==> src/rtl/testing_cpu_mulx_seq.sv <==
// Multi-cycle 32x32 multiply sequencer built around one registered 16x16 unsigned multiplier.
// Optional build macro TESTING_CPU_MULX_EARLY_OUT_EN: MUL skips pp3 and the high-word fix.
module testing_cpu_mulx_seq (
    input  logic        clk,
    input  logic        reset_n,
    input  logic        M_mulx_req_valid,
    output logic        M_mulx_req_ready,
    input  logic [1:0]  M_mulx_op,
    input  logic [31:0] M_mulx_src1,
    input  logic [31:0] M_mulx_src2,
    input  logic        M_mulx_abort,
    output logic        M_mulx_result_valid,
    output logic [31:0] M_mulx_result
);

    localparam int DATA_W = 32;
    localparam int HALF_W = DATA_W / 2;
    localparam int ACC_W  = 2 * DATA_W;

    localparam logic [1:0] OP_MUL    = 2'd0;
    localparam logic [1:0] OP_MULXSU = 2'd2;
    localparam logic [1:0] OP_MULXSS = 2'd3;

    typedef enum logic [2:0] {
        S_IDLE,
        S_ISSUE,
        S_DRAIN,
        S_FIX,
        S_DONE
    } state_t;

    state_t                    state;
    logic [1:0]                cnt;
    logic [1:0]                op_p0;
    logic signed [DATA_W-1:0]  a_p0;
    logic signed [DATA_W-1:0]  b_p0;
    logic [DATA_W-1:0]         prod_p1;
    logic [1:0]                sh_p1;
    logic                      vld_p1;
    logic [ACC_W-1:0]          acc_p2;

    logic [HALF_W-1:0]         a_half;
    logic [HALF_W-1:0]         b_half;
    logic [DATA_W-1:0]         pp_p0;
    logic [ACC_W-1:0]          acc_sum;
    logic [DATA_W-1:0]         hi_fixed;
    logic                      issue_last;

    // Converts the unsigned high word into the signed-operand high word.
    function automatic logic [DATA_W-1:0] fix_hi(input logic [1:0] op,
                                                 input logic [DATA_W-1:0] hi,
                                                 input logic [DATA_W-1:0] a,
                                                 input logic [DATA_W-1:0] b);
        logic [DATA_W-1:0] r;
        r = hi;
        if ((op == OP_MULXSU || op == OP_MULXSS) && a[DATA_W-1])
            r = r - b;
        if (op == OP_MULXSS && b[DATA_W-1])
            r = r - a;
        return r;
    endfunction

    always_comb begin
        a_half   = cnt[0] ? a_p0[DATA_W-1:HALF_W] : a_p0[HALF_W-1:0];
        b_half   = cnt[1] ? b_p0[DATA_W-1:HALF_W] : b_p0[HALF_W-1:0];
        pp_p0    = {{HALF_W{1'b0}}, a_half} * {{HALF_W{1'b0}}, b_half};
        acc_sum  = acc_p2 + ({{DATA_W{1'b0}}, prod_p1} << {sh_p1, 4'b0000});
        hi_fixed = fix_hi(op_p0, acc_p2[ACC_W-1:DATA_W], a_p0, b_p0);
`ifdef TESTING_CPU_MULX_EARLY_OUT_EN
        issue_last = (op_p0 == OP_MUL) ? (cnt == 2'd2) : (cnt == 2'd3);
`else
        issue_last = (cnt == 2'd3);
`endif
    end

    always_ff @(posedge clk or negedge reset_n) begin
        if (!reset_n) begin
            state               <= S_IDLE;
            cnt                 <= 2'd0;
            op_p0               <= 2'd0;
            a_p0                <= '0;
            b_p0                <= '0;
            prod_p1             <= '0;
            sh_p1               <= 2'd0;
            vld_p1              <= 1'b0;
            acc_p2              <= '0;
            M_mulx_req_ready    <= 1'b1;
            M_mulx_result_valid <= 1'b0;
            M_mulx_result       <= '0;
        end else begin
            vld_p1              <= 1'b0;
            M_mulx_result_valid <= 1'b0;
            // --- accumulate stage: product issued last cycle lands in acc ---
            if (vld_p1)
                acc_p2 <= acc_sum;

            unique case (state)
                S_IDLE: begin
                    if (M_mulx_req_valid) begin
                        op_p0            <= M_mulx_op;
                        a_p0             <= M_mulx_src1;
                        b_p0             <= M_mulx_src2;
                        acc_p2           <= '0;
                        cnt              <= 2'd0;
                        state            <= S_ISSUE;
                        M_mulx_req_ready <= 1'b0;
                    end
                end
                // --- issue stage: one partial product into the multiplier ---
                S_ISSUE: begin
                    if (M_mulx_abort) begin
                        state            <= S_IDLE;
                        M_mulx_req_ready <= 1'b1;
                    end else begin
                        prod_p1 <= pp_p0;
                        sh_p1   <= {1'b0, cnt[0]} + {1'b0, cnt[1]};
                        vld_p1  <= 1'b1;
                        if (issue_last)
                            state <= S_DRAIN;
                        else
                            cnt <= cnt + 2'd1;
                    end
                end
                S_DRAIN: begin
                    if (M_mulx_abort) begin
                        state            <= S_IDLE;
                        M_mulx_req_ready <= 1'b1;
                    end else begin
`ifdef TESTING_CPU_MULX_EARLY_OUT_EN
                        if (op_p0 == OP_MUL) begin
                            M_mulx_result       <= acc_sum[DATA_W-1:0];
                            M_mulx_result_valid <= 1'b1;
                            state               <= S_DONE;
                        end else begin
                            state <= S_FIX;
                        end
`else
                        state <= S_FIX;
`endif
                    end
                end
                // --- fix stage: signed high-word correction and result select ---
                S_FIX: begin
                    if (M_mulx_abort) begin
                        state            <= S_IDLE;
                        M_mulx_req_ready <= 1'b1;
                    end else begin
                        acc_p2[ACC_W-1:DATA_W] <= hi_fixed;
                        M_mulx_result          <= (op_p0 == OP_MUL) ? acc_p2[DATA_W-1:0] : hi_fixed;
                        M_mulx_result_valid    <= 1'b1;
                        state                  <= S_DONE;
                    end
                end
                S_DONE: begin
                    state            <= S_IDLE;
                    M_mulx_req_ready <= 1'b1;
                end
                default: begin
                    state            <= S_IDLE;
                    M_mulx_req_ready <= 1'b1;
                end
            endcase
        end
    end

endmodule

==> config.mk <==
export PLATFORM = sky130hd
export DESIGN_NAME = testing_cpu_mulx_seq
export DESIGN_NICKNAME = d
export VERILOG_FILES = /design/src/rtl/testing_cpu_mulx_seq.sv
export SDC_FILE = /design/constraint.sdc
export NUM_CORES = 1
export LEC_CHECK = 0
export BUFFER_PORTS_ARGS = -buffer_cell sky130_fd_sc_hd__buf_2
export CAP_MARGIN = 20
export CORE_ASPECT_RATIO = 0.7
export CORE_MARGIN = 1
export CORE_UTILIZATION = 65
export CTS_CLUSTER_DIAMETER = 120
export DETAILED_ROUTE_END_ITERATION = 8
export HOLD_SLACK_MARGIN = 0.03
export PLACE_DENSITY = 0.83
export REMOVE_ABC_BUFFERS = 1
export SLEW_MARGIN = 20
export SYNTH_ARGS = -nofsm -noshare
export SYNTH_HDL_FRONTEND = slang
export SYNTH_SLANG_ARGS = --single-unit
==> constraint.sdc <==
create_clock -name clk -period 9.35 [get_ports clk]
set_clock_uncertainty 0.05 [all_clocks]
set_input_delay 0 -clock clk [delete_from_list [all_inputs] [get_ports clk]]
set_output_delay 0 -clock clk [all_outputs]
set_load 0.01 [all_outputs]
==> reports/metrics.yaml <==
ys_types: 77
grt_pass1_vias: 24060
required_ns: 9.72
grt_max_degree: 80
ant_nets: 0
initial_core_util_pct: 66.66
cp_slowest_cell: "dfrtp_1"
clock_sinks: 204
area_growth_pct: 9.222
cp_top_family: "adder cells"
drtPass1Iterations: 9
wirelength_um: 89920
period_share_pct: 85.64
met3_usage_pct: 21.21
critPathMaxFanout: 26
seqCellArea_um2: 5107
vias: 24430
drc: 10
grt_usage_pct: 46.27
yosysMostFrequentCell: "nand2_1"
synth_edf_count: 0
drive_gt1_share_pct: 6.907
cpMostUsedCell: "fa_1"
clock.fmax_mhz: 124.9
holdWs_ns: -0.02338
tritoncts: "done"
synthArstFlopShare_pct: 100.0
met1_usage_pct: 62.93
maxCapViolCount: 0
insertion_delay_ns: 0.56
grtUsageMet2_pct: 63.95
failed_checks: "design-rule violations, negative hold slack"
fp.dieH_um: 166.2
drv_slew: 0
top_usage_layer: "met2"
via_per_inst: 6.596
clk_pin_slew_worst_paths_ns: 0.07
hold_path_class: "in -> async"
num_rows: 59
status: "complete, but fails checks"
dp_hpwl_um: 71090
rsz0062_at_grt: "no"
synth_common_cells: "469 x nand2_1, 330 x inv_1, 269 x nor2_1"
ys_top_cells_by_area: "dfrtp_1 20%, fa_1 16%, ha_1 11%, nand2_1 7.0%, o21ai_0 5.1%"
cts_max_level: 1
arrival_ns: 8.37
cts_resized: 0
syn_area_um2: 25050
grt_pass1_wl_um: 139300
utilization_pct: 72.80
routabilityCongestion: 1.077
multiInputGateArea_um2: 18140
ys_ff_latch: 204
drt-wirelength-per-cell_um: 24.28
cts.path.max_buffers: 3
overflow: 0
root_buffer: "clkbuf_16"
io_buffer_count: 103
nNetsFinal: 3696
numCtsBuffers: 23
fin_setup_tns_ns: 0
die_x_um: 236.6
pin_count: 104
critPathCaptureType: "register"
path_cells: "buf_4 -> o21ai_1 -> nand2_1 -> fa_1 -> inv_1 -> fa_1 -> fa_1 -> fa_1 -> fa_1 -> inv_1 -> fa_1 -> inv_1 -> ha_1 -> a21oi_1 -> nor2_1 -> o21a_1 -> a311oi_1 -> a21oi_1 -> a2111oi_0 -> nand3b_1 -> a21oi_1 -> xnor2_1 -> o21ai_0"
core_um2: 37570
dieArea_um2: 39330
antenna_found_initial: 3
worstSetupPathType: "reg -> reg"
yosysWarnings: 0
critPathBufInv: 4
tightest_slew_ns: 1.216
min_period_ns: 8.007
place_area_um2: 25930
setup_viol: 0
synth_top_area_share_pct: 20.28
synth.avg_cell_area_um2: 8.046
final_cell_area_um2: 27360
synthFlopType: "dfrtp_1"
drt-initial-drc-count: 3033
slowest_delay_ns: 0.72
slew_headroom_pct: 18.27
n_fill_cell: 2846
hold_viol: 21
synth_top_area_cell: "dfrtp_1"
synth-seq-area-share_pct: 20.39
start_kind: "register"
syn_inst: 3113
[routing by layer]
| layer | up-vias | share of wire, % |
|---|---|---|
| li1 | 10690 | - |
| met1 | 11620 | 40 |
| met4 | 6 | 4.5 |
| met2 | 1761 | 40 |
| met3 | 349 | 16 |
| met5 | - | 0.044 |
[flip-flops by register name, summed over array words and instances (netlist names)]
register	count
acc_p2	64
M_mulx_result	32
a_p0	32
b_p0	32
prod_p1	32
state	3
cnt	2
op_p0	2
sh_p1	2
M_mulx_req_ready	1
M_mulx_result_valid	1
vld_p1	1
[layout by cell type (no fill, tap or decap), drive strengths merged, types with 12 or more instances in the layout]
cell and n:
nand2 469, inv 331, nor2 269, o21ai 267, ha 230, dfrtp 203
fa 197, a21oi 178, buf 144, mux2i 79, xnor2 79, dlygate4sd3 69
a21o 66, xor2 53, o21a 49, and2 35, nand3 35, nor2b 33
clkbuf 32, nor3 31, nand4 31, o21bai 27, a31oi 25, nand2b 23
and3 23, a22o 18, a211oi 18, o211ai 18, or2 14, a22oi 13
o22ai 12
[per-stage QoR]
step / setup slack (ns) / hold slack (ns) / cells
after global routing: 0.9824 / 0.03757 / 3702
after global placement: 1.729 / -0.01641 / 3593
after CTS: 1.550 / 0.03068 / 3702
after floorplan: -3.816 / -0.3456 / 2961
final: 1.343 / -0.02338 / 3703
after detailed placement: 1.608 / 0.0006828 / 3593
[final timing paths]
path / cells past startpoint / startpoint / endpoint / slack [ns]
max: 23 / cnt[0] / prod_p1[31] / 1.34
min: 2 / reset_n / a_p0[10] / -0.02
max reg2reg: 23 / cnt[0] / prod_p1[31] / 1.34
min reg2reg: 1 / M_mulx_result[28] / M_mulx_result[28] / 0.42
max in group asynchronous: 3 / reset_n / vld_p1 / 7.83
min in group clk: 4 / M_mulx_op[1] / op_p0[1] / 0.12
[timing repair]
action                                 in CTS  in global routing
hold buffers                               69                  0
endpoints found under the hold margin     146                  0
setup buffers                               0                  0
[kinds of logic (layout without fill, tap and decap cells)]
group,after synthesis,after routing,synth area share [%]
mux,88,88,3.562
simple gates,995,995,17.44
buf+inv,483,584,7.248
other cells,0,1,0
xor+xnor,132,132,4.616
fa+ha+maj,427,427,27.24
compound gates,784,784,19.51
flops,204,204,20.39
[worst register-to-register path: cells and delay by family (launching register included)]
family                   cells  cell delay [ns]
AND/OR/NAND/NOR              3             0.44
flip-flops                   1             0.72
buffers and inverters        4             0.55
AO/OA/AOI/OAI                8             2.51
XOR/XNOR                     1             0.17
adder cells (fa/ha/maj)      7             3.41
[cell type report]
class / instances / area share, %
clock buffers: 32 / 2.301
inverters: 331 / 4.542
clock inverters: 8 / 0.3613
flip-flops and latches: 204 / 18.67
repair buffers: 213 / 5.571
well taps: 488 / 2.232
diodes: 1 / 0.009147
multi-input cells: 2426 / 66.31
Power is not shown: default switching activity piles up to over one toggle a cycle in this logic, so the estimate is an artifact.
